### src/rtl/data_bus_streamer.sv
// Snapshot the data-memory bus on a start pulse and stream it out byte-by-byte over valid/ready.
// Optional trailing XOR checksum byte: define DATA_BUS_STREAMER_CHECKSUM_EN.
module data_bus_streamer #(
  parameter int DATA_WIDTH    = 32,
  parameter int DATA_CAPACITY = 16
) (
  input  logic                                  clk,
  input  logic                                  reset,
  input  logic                                  i_Dump_Start,
  input  logic [DATA_WIDTH*DATA_CAPACITY-1:0]   i_Data_Bus,
  input  logic                                  i_Byte_Ready,
  output logic [7:0]                            o_Byte_Data,
  output logic                                  o_Byte_Valid,
  output logic                                  o_Busy,
  output logic [$clog2(DATA_CAPACITY)-1:0]      o_Word_Index,
  output logic                                  o_Done
);

  localparam int unsigned BYTES = DATA_WIDTH / 8;
  localparam int unsigned TOTAL = BYTES * DATA_CAPACITY;
  localparam int unsigned BW    = $clog2(BYTES);
  localparam int unsigned WW    = $clog2(DATA_CAPACITY);
  localparam int unsigned IW    = $clog2(TOTAL);

  typedef enum logic [2:0] {
    S_IDLE,
    S_LOAD,
    S_SEND,
`ifdef DATA_BUS_STREAMER_CHECKSUM_EN
    S_CSUM,
`endif
    S_DONE
  } state_t;

  state_t                 state_q, state_d;
  logic [TOTAL-1:0][7:0]  shadow_q, shadow_d;
  logic [BW-1:0]          byte_cnt_q, byte_cnt_d;
  logic [WW-1:0]          word_cnt_q, word_cnt_d;
  logic [7:0]             byte_data_q, byte_data_d;
  logic                   valid_q, valid_d;
  logic                   busy_q, busy_d;
  logic                   done_q, done_d;
`ifdef DATA_BUS_STREAMER_CHECKSUM_EN
  logic [7:0]             csum_q, csum_d;
`endif

  logic                   xfer;
  logic                   last_byte;
  logic [BW-1:0]          byte_nxt;
  logic [WW-1:0]          word_nxt;
  logic [IW-1:0]          next_idx;

  always_comb begin
    state_d     = state_q;
    shadow_d    = shadow_q;
    byte_cnt_d  = byte_cnt_q;
    word_cnt_d  = word_cnt_q;
    byte_data_d = byte_data_q;
    valid_d     = valid_q;
    busy_d      = busy_q;
    done_d      = 1'b0;
`ifdef DATA_BUS_STREAMER_CHECKSUM_EN
    csum_d      = csum_q;
`endif

    xfer      = valid_q && i_Byte_Ready;
    last_byte = (word_cnt_q == WW'(DATA_CAPACITY - 1)) && (byte_cnt_q == BW'(BYTES - 1));
    if (byte_cnt_q == BW'(BYTES - 1)) begin
      byte_nxt = '0;
      word_nxt = word_cnt_q + WW'(1);
    end else begin
      byte_nxt = byte_cnt_q + BW'(1);
      word_nxt = word_cnt_q;
    end
    // Packed byte array layout makes word k, byte j sit at flat index k*BYTES+j.
    next_idx = IW'(word_nxt) * IW'(BYTES) + IW'(byte_nxt);

    case (state_q)
      S_IDLE: begin
        if (i_Dump_Start) begin
          shadow_d    = i_Data_Bus;
          byte_data_d = i_Data_Bus[7:0];
          byte_cnt_d  = '0;
          word_cnt_d  = '0;
          busy_d      = 1'b1;
          state_d     = S_LOAD;
        end
      end
      S_LOAD: begin
        valid_d = 1'b1;
`ifdef DATA_BUS_STREAMER_CHECKSUM_EN
        csum_d  = '0;
`endif
        state_d = S_SEND;
      end
      S_SEND: begin
        if (xfer) begin
`ifdef DATA_BUS_STREAMER_CHECKSUM_EN
          csum_d = csum_q ^ byte_data_q;
`endif
          if (last_byte) begin
`ifdef DATA_BUS_STREAMER_CHECKSUM_EN
            byte_data_d = csum_q ^ byte_data_q;
            state_d     = S_CSUM;
`else
            valid_d = 1'b0;
            busy_d  = 1'b0;
            done_d  = 1'b1;
            state_d = S_DONE;
`endif
          end else begin
            byte_cnt_d  = byte_nxt;
            word_cnt_d  = word_nxt;
            byte_data_d = shadow_q[next_idx];
          end
        end
      end
`ifdef DATA_BUS_STREAMER_CHECKSUM_EN
      S_CSUM: begin
        if (xfer) begin
          valid_d = 1'b0;
          busy_d  = 1'b0;
          done_d  = 1'b1;
          state_d = S_DONE;
        end
      end
`endif
      S_DONE: begin
        byte_cnt_d  = '0;
        word_cnt_d  = '0;
        byte_data_d = '0;
        state_d     = S_IDLE;
      end
      default: state_d = S_IDLE;
    endcase
  end

  always_ff @(posedge clk) begin
    if (reset) begin
      state_q     <= S_IDLE;
      shadow_q    <= '0;
      byte_cnt_q  <= '0;
      word_cnt_q  <= '0;
      byte_data_q <= '0;
      valid_q     <= 1'b0;
      busy_q      <= 1'b0;
      done_q      <= 1'b0;
`ifdef DATA_BUS_STREAMER_CHECKSUM_EN
      csum_q      <= '0;
`endif
    end else begin
      state_q     <= state_d;
      shadow_q    <= shadow_d;
      byte_cnt_q  <= byte_cnt_d;
      word_cnt_q  <= word_cnt_d;
      byte_data_q <= byte_data_d;
      valid_q     <= valid_d;
      busy_q      <= busy_d;
      done_q      <= done_d;
`ifdef DATA_BUS_STREAMER_CHECKSUM_EN
      csum_q      <= csum_d;
`endif
    end
  end

  assign o_Byte_Data  = byte_data_q;
  assign o_Byte_Valid = valid_q;
  assign o_Busy       = busy_q;
  assign o_Word_Index = word_cnt_q;
  assign o_Done       = done_q;

endmodule

### config.mk
export PLATFORM = sky130hd
export DESIGN_NAME = data_bus_streamer
export DESIGN_NICKNAME = d
export VERILOG_FILES = /design/src/rtl/data_bus_streamer.sv
export SDC_FILE = /design/constraint.sdc
export NUM_CORES = 1
export LEC_CHECK = 0
export ABC_AREA = 1
export BUFFER_PORTS_ARGS = -buffer_cell sky130_fd_sc_hd__buf_4
export CORE_MARGIN = 2
export CORE_UTILIZATION = 25
export CTS_BUF_LIST = sky130_fd_sc_hd__clkbuf_4 sky130_fd_sc_hd__clkbuf_8
export CTS_CLUSTER_DIAMETER = 200
export DETAILED_ROUTE_END_ITERATION = 10
export PLACE_DENSITY_LB_ADDON = 0.12
export REMOVE_ABC_BUFFERS = 1
export SETUP_SLACK_MARGIN = 0.4
export SYNTH_ARGS = -nofsm -noshare
export SYNTH_HDL_FRONTEND = slang
export SYNTH_SLANG_ARGS = --single-unit
### constraint.sdc
create_clock -name clk -period 4.6 [get_ports clk]
set_input_delay 0.46 -clock clk [delete_from_list [all_inputs] [get_ports clk]]
set_output_delay 0.46 -clock clk [all_outputs]
set_load 0.03 [all_outputs]
Word level (Yosys, flattened, before mapping)
Index checks and enable logic that the tools add are counted.

Bits in registers: 532. Input port bits: 516. Output and inout port bits: 15. Word-level logic and storage cells: 124.

$add $sub $neg: 3. Magnitude comparators: 1. Equal/unequal tests: 9. Muxes and demuxes: 26. Bitwise gates (word level): 2. Reductions and logical operators: 12.

Operators by type and width (count): 8-bit binary-select mux with 6-bit select (1); 8-bit 2-to-1 mux (4); 8-bit one-hot mux with 3 select lines (1); 4-bit 2-to-1 mux (4); 4-bit one-hot mux with 3 select lines (1); 3-bit 2-to-1 mux (3); 3-bit one-hot mux with 3 select lines (1); 2-bit 2-to-1 mux (4); 2-bit != test, second input constant (4); 4-bit AND reduction (2); 6-bit by 7-bit less-than comparator with 1-bit output, second input constant (1); 6-bit by 2-bit adder with 6-bit output (1); 3-bit by 2-bit == test with 1-bit output, second input constant (2); 2-bit one-hot mux with 3 select lines (1); 3-bit AND reduction (2); 4-bit by 1-bit adder with 4-bit output, second input constant (1); 4-bit == test, second input constant (1); 1-bit 2-to-1 mux (4); 1-bit one-hot mux with 2 select lines (2); 2-bit nonzero test (2); 3-bit by 1-bit == test with 1-bit output, second input constant (1); 3-bit zero test (1); 3-bit nonzero test (1); 3-bit OR reduction (1); other kinds (5) (7).

Depth between registers and ports, before layout
Gate-level depths: netlist (run 1).

Depth in word-level cells: 8. Mapped depth: 15. Depth with buffers taken out: 11.

Least setup slack after synthesis (run 1)
OpenSTA, ideal clock, no wires.

Path kind: reg-to-reg. Start: reg byte_cnt_q[0]. End: reg byte_data_q[0] (netlist: o_Byte_Data[0]). Library setup time: 0.120 ns. Data arrival time: 1.840 ns. Path slack: 2.641 ns. Cell stages (with the launch flop): 13. Buffers on the path: 3. Cells stage by stage: dfxtp_1 -> ha_1 -> buf_2 -> inv_2 -> buf_2 -> buf_1 -> nand3_1 -> nand3_1 -> nand3_1 -> nand3_1 -> nand3_1 -> nand3_1 -> a21oi_1.

Word-level cells in the longest chain between the ends: 8.

RTL lines: start: declaration (line 37) `logic [BW-1:0] byte_cnt_q, byte_cnt_d;`; start signal: assignment (line 154) `byte_cnt_q <= byte_cnt_d;`; 2-bit by 1-bit adder with 2-bit output / 2-bit == test (equally long branches) (line 72, 67, 68); 2-bit 2-to-1 mux / 4-bit 2-to-1 mux (equally long branches) (line 68) `if (byte_cnt_q == BW'(BYTES - 1)) begin`; 6-bit by 2-bit adder with 6-bit output (line 76) `next_idx = IW'(word_nxt) * IW'(BYTES) + IW'(byte_nxt);`; 8-bit binary-select mux with 6-bit select (line 114) `byte_data_d = shadow_q[next_idx];`; 8-bit 2-to-1 mux (not written as such) (line 114); 8-bit 2-to-1 mux (line 101) `if (last_byte) begin`; 8-bit 2-to-1 mux (line 97) `if (xfer) begin`; 8-bit one-hot mux with 3 select lines (line 78) `case (state_q)`; end signal: assignment (line 156) `byte_data_q <= byte_data_d;`; end: declaration (line 39) `logic [7:0] byte_data_q, byte_data_d;`.

Several ways; a longest one is shown, not always the timed one. The select of a mux whose other input is x is not followed. A chain may end at the register's enable or synchronous reset.

Worst setup path in the final report (run 1)
Start: reg byte_cnt_q[0]. End: reg byte_data_q[3] (netlist: o_Byte_Data[3]).

The elaborated chain is that of the path after synthesis.

==> metrics.txt, run 1 <==
status finished clean; per-cell routed wire length 17.8 µm; post-synthesis async set-or-reset flop share 0%; GP Congestion 0.754; Main synth FF type dfxtp_1; Max stage delay on crit path 560 ps; Final Hold Viols 0; Critical Path RT 5200 ps; commonest non-fill, non-tap cell in the layout nor2_1; worst r2r src byte_cnt_q[0]$_SDFFE_PP0P_; synthesis-to-layout area growth 47.9%; Initial DRC Count 1552; first-pass GRT wire length 148000 µm; max cap viols 0; cells after synthesis 3429; filler cell count a little over 10000; final WL between 90000 and 100000 µm; Yosys warnings 0; Hold Path Class input pin to register; final non-filler cell total 5556; CP arrival 3480 ps; Die Wd just over 300 µm; Worst Setup EP o_Byte_Data[3]$_SDFFE_PP0P_; Sink Count 531; RSZ-0062 raised after global routing false; r2r endpoint o_Byte_Data[3]$_SDFFE_PP0P_; GRT overflow 0; worst path cell trace ha_4, nand2_2, nor3_4, xor2_4, inv_2, nand3_1, nand3_1, nand3_1, a21oi_1; CP most frequent cell nand3_1; Crit-path slowest cell xor2_4; largest net degree at the start of global routing 202; most frequent cells in the layout nor2_1, buf_4, o21ai_0, dfxtp_1, nand2_1; Resized Gates After CTS 0; fmax 347 MHz; Final Total Pwr approximately 17 mW; Root Driver clkbuf_8; startpoint types register; post-synthesis average cell area 6.78 µm²; Pwr per Cell Area 492 nW/µm²; Post-synth EDFFs 0; DR vias 25300; Static Leak 14.4 nW; buffers and inverters on the worst path 1; R2R setup slack 1720 ps; CTS tree done; initial antenna violation count 7; DR pass1 iterations 5; core area between 90000 and 100000 µm²; crit end category register; CTS Buffer Depth 3; worst r2r path cells 9; share of cells above drive strength 1 about 18%; CP Depth 9; dpl cells 4955; H-tree depth 3; delay-heaviest family, CP simple AND/OR/NAND/NOR gates; Crit Path Max Fanout 15; I/O Buffers 530; count of final setup violators 0; Min Hold Slack 55.1 ps; Num CTS Buffers 97; max_slew headroom 29.5%; VDD IR-drop max 0.213 mV; worst-skew pair later-pin latency about 720 ps; dpl hpwl slightly above 60000 µm; Initial Util 25.3%; vias in the first global route 25300; Post-Syn Area 23200 µm²; die area 95400 µm²; total track usage 20.1%; I/O pin total 531; skew final roughly 24 ps; FF+latch count, synth roughly 530; Final Max Tran Viols 0; period utilisation layout 62.7%; DR DRC count 0; register area share after synthesis 45.7%; Least-Margin Pin Slew about 1000 ps; clock-pin slew on the worst setup and hold paths approximately 60 ps; num rows 111; Routed Antenna Nets 0; post-layout minimum cycle time slightly below 3000 ps; nets@finish 4756; chip height 309 µm; Netlist cell types 27; vias per cell 4.55; critical path class register to register; Critical Path Start byte_cnt_q[0]$_SDFFE_PP0P_
## sequential cells by signal, summed over array words and instances, names as in the netlist
register / flops
shadow_q: 512
o_Byte_Data: 8
o_Word_Index: 4
byte_cnt_q: 2
state_q: 2
o_Busy: 1
o_Byte_Valid: 1
o_Done: 1
## worst min path at each step
stage                                from                         end  slack [ps]  cells after the start
2_1_floorplan  shadow_q[177]$_SDFFE_PP0P_  shadow_q[177]$_SDFFE_PP0P_         430                      2
3_3_place_gp   shadow_q[439]$_SDFFE_PP0P_  shadow_q[439]$_SDFFE_PP0P_         440                      2
3_5_place_dp   shadow_q[439]$_SDFFE_PP0P_  shadow_q[439]$_SDFFE_PP0P_         440                      2
4_1_cts                   i_Data_Bus[153]  shadow_q[153]$_SDFFE_PP0P_         0.2                      3
5_1_grt                    i_Data_Bus[30]   shadow_q[30]$_SDFFE_PP0P_          20                      3
6_report                  i_Data_Bus[488]  shadow_q[488]$_SDFFE_PP0P_          60                      3
## cells by family after synthesis
| group | Yosys count | synth area share [%] |
|---|---|---|
| fa+ha+maj | 6 | 0.323 |
| flops | 531 | 45.7 |
| compound gates | 636 | 14.1 |
| xor+xnor | 1 | 0.0700 |
| simple gates | 1911 | 33.5 |
| buf+inv | 344 | 6.24 |
## Yosys cell counts (2+ instances only)
cell type	number	area (µm²)
nor2_1	959	3600
dfxtp_1	531	10600
o21ai_0	531	2660
nand2_1	478	1790
nand3_1	467	2340
clkbuf_1	193	724
a21oi_1	67	335
inv_1	55	206
buf_2	53	265
o211ai_1	30	225
buf_4	19	143
buf_1	13	48.8
inv_2	7	26.3
ha_1	6	75.1
a22oi_1	5	37.5
buf_6	3	33.8
nor4_1	2	12.5
## power by group
part | switching [mW] | total, mW | internal, mW | leakage (nW)
clock network | 2.07 | 4.76 | 2.68 | 1.10
logic | 3.47 | 5.59 | 2.12 | 8.85
registers | 0.665 | 6.55 | 5.89 | 4.40
total | 6.21 | 16.9 | 10.7 | 14.4
## worst min-delay path, delay by kind of cell
kind	cells	cell delay, ps
AO/OA/AOI/OAI	1	100
AND/OR/NAND/NOR	1	90
buffers and inverters	1	70
## what timing repair did
item / CTS / global route
endpoints found under the setup margin: 0 / 0
buffers inserted: 0 / 0
hold buffers: 423 / 0
hold endpoints to repair: 431 / 0
## per-layer routing
metal,vias to the layer above,share of wire (%),wire [µm],track usage (%)
li1,12800,-,-,-
met1,11700,46,45700,26.4
met2,556,48,46900,34.4
met3,130,4.2,4160,3.22
met4,10,1.9,1930,4.76
met5,-,0.063,62,0
## metrics by stage
step | TNS [ps] | cell area [µm²] | worst slack, ps | utilization, %
after floorplan | -6686290 | 22000 | -13840 | -
after global placement | 0 | 28100 | 1620 | 30.6
after detailed placement | 0 | 28100 | 1610 | 30.6
after CTS | 0 | 34400 | 1560 | 37.4
after global routing | 0 | 34400 | 1440 | 37.4
final | 0 | 34400 | 1720 | 37.4
## final cells by class
class / count / area, µm² / area share (%)
diodes: 2 / 5.00 / 0.0146
clock buffers: 164 / 1970 / 5.73
clock inverters: 12 / 78.8 / 0.229
inverters: 63 / 259 / 0.753
multi-input cells: 2554 / 11200 / 32.6
flip-flops and latches: 531 / 10600 / 30.9
well taps: 1243 / 1560 / 4.52
repair buffers: 987 / 8670 / 25.2
No activity file was read; power rests on OpenSTA's default activity.
==> inputs of run 2 (changes only) <==
==> constraint.sdc (replaced) <==
create_clock -name clk -period 2.5 [get_ports clk]
set_input_delay 0.25 -clock clk [delete_from_list [all_inputs] [get_ports clk]]
set_output_delay 0.25 -clock clk [all_outputs]
set_load 0.03 [all_outputs]
==> metrics.txt, run 2 (synthesis gave the netlist of run 1 again) <==
final WL 109000 µm (+10%); largest net degree at the start of global routing 139 (-31%); Critical Path RT 3150 ps (-2050 ps); startpoint types register; worst hold path endpoint shadow_q[153]$_SDFFE_PP0P_; Initial Util 25.3% (unchanged); Static Leak 15.9 nW (+11%); sw power 12.3 mW (+98%); hold path depth 4 (+1); filler cell count 9774 (-3.0%); worst r2r src byte_cnt_q[1]$_SDFFE_PP0P_; Die Wd 309 µm (unchanged); TNS Setup 0 ps (unchanged); flip-flop count of the largest register after layout 512 (unchanged); final non-filler cell total 5760 (+3.7%); dpl hpwl 66700 µm (+7.3%); worst r2r path cells 14 (+5); first-pass GRT wire length 155000 µm (+5.1%); DR vias 26400 (+4.5%); CP arrival 2750 ps (-730 ps); chip height 309 µm (unchanged); fmax 477 MHz (+37%); I/O pin total 531 (unchanged); nets@finish 4961 (+4.3%); initial antenna violation count 11 (+4); R2R setup slack 400 ps (-1310 ps); critical path class register to register; worst setup margin 401 ps (-1310 ps); core area 91900 µm² (unchanged); Root Driver clkbuf_8; DP Worst Slack 99.0 ps (-1510 ps); Clock power frac 26.7% (-1.5 points); per-cell routed wire length 18.9 µm (+6.2%); post-layout minimum cycle time 2100 ps (-786 ps); Sink Count 531 (unchanged); num rows 111 (unchanged); DP Area 28800 µm² (+2.5%); vias per cell 4.58 (+0.78%); Crit Path Max Fanout 12 (-3); Top reg by flops shadow_q; status finished clean; Net Sw Frac 36.5% (-0.21 points); CTS Buffer Depth 3 (unchanged); period utilisation layout 83.9% (+21 points); DR pass1 iterations 5 (unchanged); die area 95400 µm² (unchanged); synthesis-to-layout area growth 62.3%; max cap viols 0 (unchanged); Initial DRC Count 1832 (+18%); share of cells above drive strength 1 20.7% (+3.1 points); most frequent cells in the layout nor2_1, buf_4, o21ai_0, dfxtp_1, dlygate4sd3_1; dpl cells 5013 (+1.2%); fin area 37700 µm² (+9.7%); Comb pwr share 37.4% (+4.3 points); commonest non-fill, non-tap cell in the layout nor2_1; Num CTS Buffers 99 (+2.1%); crit end category register; worst-skew pair later-pin latency 710 ps (about the same); Least-Margin Pin Slew 603 ps (-445 ps); sequential share of power 35.9% (-2.9 points); Final Hold Viols 0 (unchanged); DR DRC count 0 (unchanged); Routed Antenna Nets 0 (unchanged); total track usage 21.4% (+1.3 points); max_slew headroom 59.4% (+30 points); GRT overflow 0 (unchanged); Final Total Pwr 33.6 mW (+99%); clock-pin slew on the worst setup and hold paths 60 ps (about the same); hold_sp i_Data_Bus[153]; vias in the first global route 26400 (+4.5%); Final Max Tran Viols 0 (unchanged); count of final setup violators 0 (unchanged); H-tree depth 3 (unchanged); Hold Path Class input pin to register; CTS tree done; skew final 39.8 ps (+15.9 ps); I/O Buffers 530 (unchanged); Internal 21.3 mW (+99%); RSZ-0062 raised after global routing true; GP Congestion 0.765 (+1.4%); r2r endpoint o_Byte_Data[0]$_SDFFE_PP0P_; Pwr per Cell Area 890 nW/µm² (+81%); VDD IR-drop max 0.331 mV (+55%)
[run 2: cell types whose count changed in the layout (fill, tap and decap cells not counted), moves of 13 or more]
cell / delta
buf_16: +23
dlygate4sd3_1: +92
nand3_2: +51
buf_12: +23
clkbuf_16: +13
nand3_1: -63
buf_4: +39
[run 2: power by group through the flow]
stage / combinational [mW] / clock (mW) / sequential [mW]
2_1_floorplan: 4.67 / 0 / 10.6
3_3_place_gp: 10.4 / 0 / 12.2
3_5_place_dp: 10.5 / 0 / 12.2
4_1_cts: 12.1 / 9.26 / 12.1
5_1_grt: 14.1 / 9.65 / 12.3
6_report: 12.5 / 8.98 / 12.1
[run 2: area by class of cell]
class                      count  area (µm²)  share of cell area (%)
clock inverter                10         115                   0.305
sequential                   531       10600                    28.2
inverter                      63         263                   0.696
multi-input combinational   2554       11600                    30.9
timing repair buffer        1190       11500                    30.5
tap                         1243        1560                    4.12
antenna                        5        12.5                  0.0332
clock buffer                 164        1980                    5.25
[run 2: worst max-delay path by stage]
stage                                from                     endpoint  slack, ps
2_1_floorplan     state_q[0]$_SDFFE_PP0P_     shadow_q[0]$_SDFFE_PP0P_     -15940
3_3_place_gp   byte_cnt_q[0]$_SDFFE_PP0P_  o_Byte_Data[0]$_SDFFE_PP0P_        110
3_5_place_dp   byte_cnt_q[0]$_SDFFE_PP0P_  o_Byte_Data[0]$_SDFFE_PP0P_        100
4_1_cts        byte_cnt_q[1]$_SDFFE_PP0P_  o_Byte_Data[6]$_SDFFE_PP0P_        370
5_1_grt        byte_cnt_q[1]$_SDFFE_PP0P_  o_Byte_Data[6]$_SDFFE_PP0P_        270
6_report       byte_cnt_q[1]$_SDFFE_PP0P_  o_Byte_Data[0]$_SDFFE_PP0P_        400
[run 2: per-layer routing]
| metal | global-route usage [%] | share of wire (%) | vias up |
|---|---|---|---|
| met5 | 0 | 0.088 | - |
| met4 | 6.90 | 3.0 | 14 |
| met3 | 3.29 | 5.1 | 171 |
| met2 | 37.1 | 48 | 690 |
| met1 | 27.2 | 44 | 12300 |
| li1 | - | - | 13300 |
[run 2: worst max-delay path, cell delays in order (launching register included)]
cell and delay (ps):
dfxtp_2 330, ha_4 190, nor2_4 150, buf_12 130, buf_16 130, buf_12 120
buf_16 140, nand2_1 100, nand3_1 100, nand3_1 90, nand3_1 90, nand3_1 130
nand3_4 130, nand3_1 80, a21oi_1 120
[run 2: repair_timing]
item | 4_1_cts | 5_1_grt
pin swaps | 19 | 16
setup buffers | 14 | 10
cloned | 15 | 14
setup endpoints to repair | 8 | 85
resized for setup | 78 | 47
hold buffers | 515 | 0
hold endpoints to repair | 530 | 0
[run 2: through the flow]
step,util (%),hold WS [ps]
3_5_place_dp,31.3,447
6_report,41.0,345
5_1_grt,41.0,304
3_3_place_gp,31.3,440
2_1_floorplan,-,319
4_1_cts,40.3,259
==> inputs of run 3 (changes only) <==
--- a/config.mk
+++ b/config.mk
@@ -5,7 +5,7 @@
 export SDC_FILE = /design/constraint.sdc
 export NUM_CORES = 1
 export LEC_CHECK = 0
-export ABC_AREA = 1
+export ABC_AREA = 0
 export BUFFER_PORTS_ARGS = -buffer_cell sky130_fd_sc_hd__buf_4
 export CORE_MARGIN = 2
 export CORE_UTILIZATION = 25
==> constraint.sdc (replaced) <==
create_clock -name clk -period 1.95 [get_ports clk]
set_input_delay 0.195 -clock clk [delete_from_list [all_inputs] [get_ports clk]]
set_output_delay 0.195 -clock clk [all_outputs]
set_load 0.03 [all_outputs]
==> metrics.txt, run 3 <==
status complete, but fails checks; failing checks setup timing; num rows 113 (+1.8%); initial antenna violation count 16 (+5); commonest cells in the netlist nand2_1, a21oi_1, dfxtp_1; Min Hold Slack 276 ps (-69.5 ps); Static Leak 18.6 nW (+17%); CTS Buffer Depth 3 (unchanged); Initial Util 25.3% (+0.028 points); Compound-Gate Fraction of Synth Area 22.8% (+8.7 points); Post-synth EDFFs 0 (unchanged); area of the multi-input gates 14300 µm² (+23%); Final Hold Viols 0 (unchanged); CTS tree done; worst-skew pair later-pin latency 730 ps (+20 ps); leading area contributor after synthesis dfxtp_1; count leader, synth nand2_1; Top reg by flops shadow_q; Post-Syn Area 24100 µm² (+3.8%); fmax 412 MHz (-13%); I/O Buffers 530 (unchanged); post-layout util 47.3% (+6.2 points); post-synthesis async set-or-reset flop share 0% (unchanged); first-pass GRT wire length 184000 µm (+18%); worst setup margin -476 ps (-877 ps); Main synth FF type dfxtp_1; uppermost layer routed met5; largest net degree at the start of global routing 79 (-43%); vias per cell 4.88 (+6.6%); area share of fa/ha/maj cells after synthesis 0.311% (-0.012 points); I/O pin total 531 (unchanged); post-synthesis average cell area 7.39 µm² (+9.0%); Routed Antenna Nets 0 (unchanged); VDD IR-drop max 0.590 mV (+78%); cells after synthesis 3265 (-4.8%); sequential cell area 10600 µm² (+0.15%); fin area 45000 µm² (+19%); largest cells by area after synthesis dfxtp_1, nand2_1, a21oi_1; filler cell count 9298 (-4.9%); Initial DRC Count 1778 (-2.9%); M1 WL 55100 µm (+15%); CP arrival 3080 ps (+330 ps); post-synth top area share 44.1% (-1.7 points); H-tree depth 3 (unchanged); dpl hpwl 84700 µm (+27%); critical path class register to register; total track usage 24.7% (+3.2 points); Root Driver clkbuf_8; DR vias 29100 (+10%); Final Max Tran Viols 0 (unchanged); crit end category register; Num CTS Buffers 98 (-1.0%); synthesis-to-layout area growth 86.8%; GRT overflow 0 (unchanged); FF+latch count, synth 531 (unchanged); Hold Path Class input pin to register; core area 95300 µm² (+3.6%); most frequent cells in the layout nand2_1, buf_4, a21oi_1; skew final 40.6 ps (+0.726 ps); register area share after synthesis 44.1% (-1.7 points); DR DRC count 0 (unchanged); DP Worst Slack -915 ps (-1010 ps); simple-gate share of the synthesized area 21.9% (-12 points); GP Congestion 0.831 (+8.7%); final WL 131000 µm (+20%); commonest non-fill, non-tap cell in the layout nand2_1; max cap viols 0 (unchanged); Sink Count 531 (unchanged); per-cell routed wire length 21.9 µm (+16%); share of cells above drive strength 1 34.4% (+14 points); clock-pin slew on the worst setup and hold paths 60 ps (about the same); met2 WL post-DR 63600 µm (+22%); post-layout minimum cycle time 2430 ps (+327 ps); flip-flop count of the largest register after layout 512 (unchanged); vias in the first global route 29400 (+11%); DR WL met3 7720 µm (+38%); nets@finish 5135 (+3.5%); Least-Margin Pin Slew 490 ps (-113 ps); largest family of logic cells by synthesized area compound AO/OA/AOI/OAI gates; startpoint types register; chip height 315 µm (+1.8%); DP Area 31700 µm² (+10%); die area 99000 µm² (+3.7%); multiplexer share of the synthesized area 5.91% (+5.9 points); Pwr per Cell Area 1100 nW/µm² (+23%); RSZ-0062 raised after global routing true; Die Wd 315 µm (+1.8%); count of final setup violators 8 (+8); max_slew headroom 67.4% (+7.9 points); Netlist cell types 62 (+130%); Crit Path Max Fanout 7 (-5); DR pass1 iterations 7 (+2); Yosys warnings 0 (unchanged); period utilisation layout 124% (+40 points); XOR/XNOR share of the synthesized area 0.218% (+0.15 points); Critical Path RT 2600 ps (-550 ps)
==> run 3: changes by cell type after synthesis, sizes merged, moves of 43 or more <==
cell	change
nor2	-882
o21ai	-469
a21oi	+604
nand2	+689
mux2i	+66
o22ai	+47
a22oi	+43
inv	-54
nand3	-436
==> run 3: where the power goes <==
part / switching [mW] / internal, mW
combinational: 11.1 / 12.1
sequential: 1.60 / 12.9
clock: 5.23 / 6.57
==> run 3: final cells by class <==
| type | instances | share of cell area (%) |
|---|---|---|
| inverter | 8 | 0.0667 |
| clock buffer | 146 | 4.16 |
| timing repair buffer | 1529 | 36.2 |
| sequential | 531 | 23.6 |
| tap | 1265 | 3.51 |
| multi-input combinational | 2445 | 31.8 |
| clock inverter | 30 | 0.597 |
| antenna | 5 | 0.0278 |
==> run 3: what timing repair did <==
| action | in CTS | in global routing |
|---|---|---|
| gates cloned | 63 | 28 |
| hold endpoints to repair | 522 | 0 |
| setup endpoints to repair | 535 | 538 |
| setup buffers | 64 | 28 |
| hold buffers | 514 | 0 |
| resized for setup | 368 | 323 |
| pin swaps | 128 | 105 |
==> run 3: stage by stage <==
stage	power, mW	cells	TNS (ps)
floorplan	16.8	2984	-3884090
global placement	27.6	5081	-5130
detailed placement	27.6	5081	-5510
CTS	46.9	5898	-3490
global route	51.7	5957	-4320
finish	49.5	5959	-3480
==> run 3: path summary, 6_finish.rpt <==
check                              from                     endpoint  slack (ps)  depth (start not counted)
max reg2reg  byte_cnt_q[0]$_SDFFE_PP0P_  o_Byte_Data[4]$_SDFFE_PP0P_        -480                         11
min reg2reg  shadow_q[398]$_SDFFE_PP0P_   shadow_q[398]$_SDFFE_PP0P_         450                          2
max          byte_cnt_q[0]$_SDFFE_PP0P_  o_Byte_Data[4]$_SDFFE_PP0P_        -480                         11
min                     i_Data_Bus[412]   shadow_q[412]$_SDFFE_PP0P_         280                          4
==> run 3: cells by family (layout without fill, tap and decap cells) <==
group | after synthesis | in the layout
other | 0 | 5
muxes | 113 | 113
buffers and inverters | 289 | 1713
AOI/OAI and AO/OA | 971 | 971
and+or+nand+nor | 1349 | 1349
adders and majority gates | 6 | 6
xor gates and xnor gates | 6 | 6
DFF | 531 | 531
==> run 3: critical path, cell delays in order, from the launching register on <==
cell	delay, ps
dfxtp_4	360
ha_4	360
buf_12	150
nor2b_4	240
buf_6	170
buf_12	120
a21oi_2	50
o221ai_1	250
o21ai_2	130
a31oi_4	240
buf_6	140
o221a_4	160
==> run 3: per-layer routing <==
metal  vias up  track usage, %
met5         -               0
met4        24            8.52
met3       221            4.89
met2       869            41.9
met1     14100            31.0
li1      13900               -
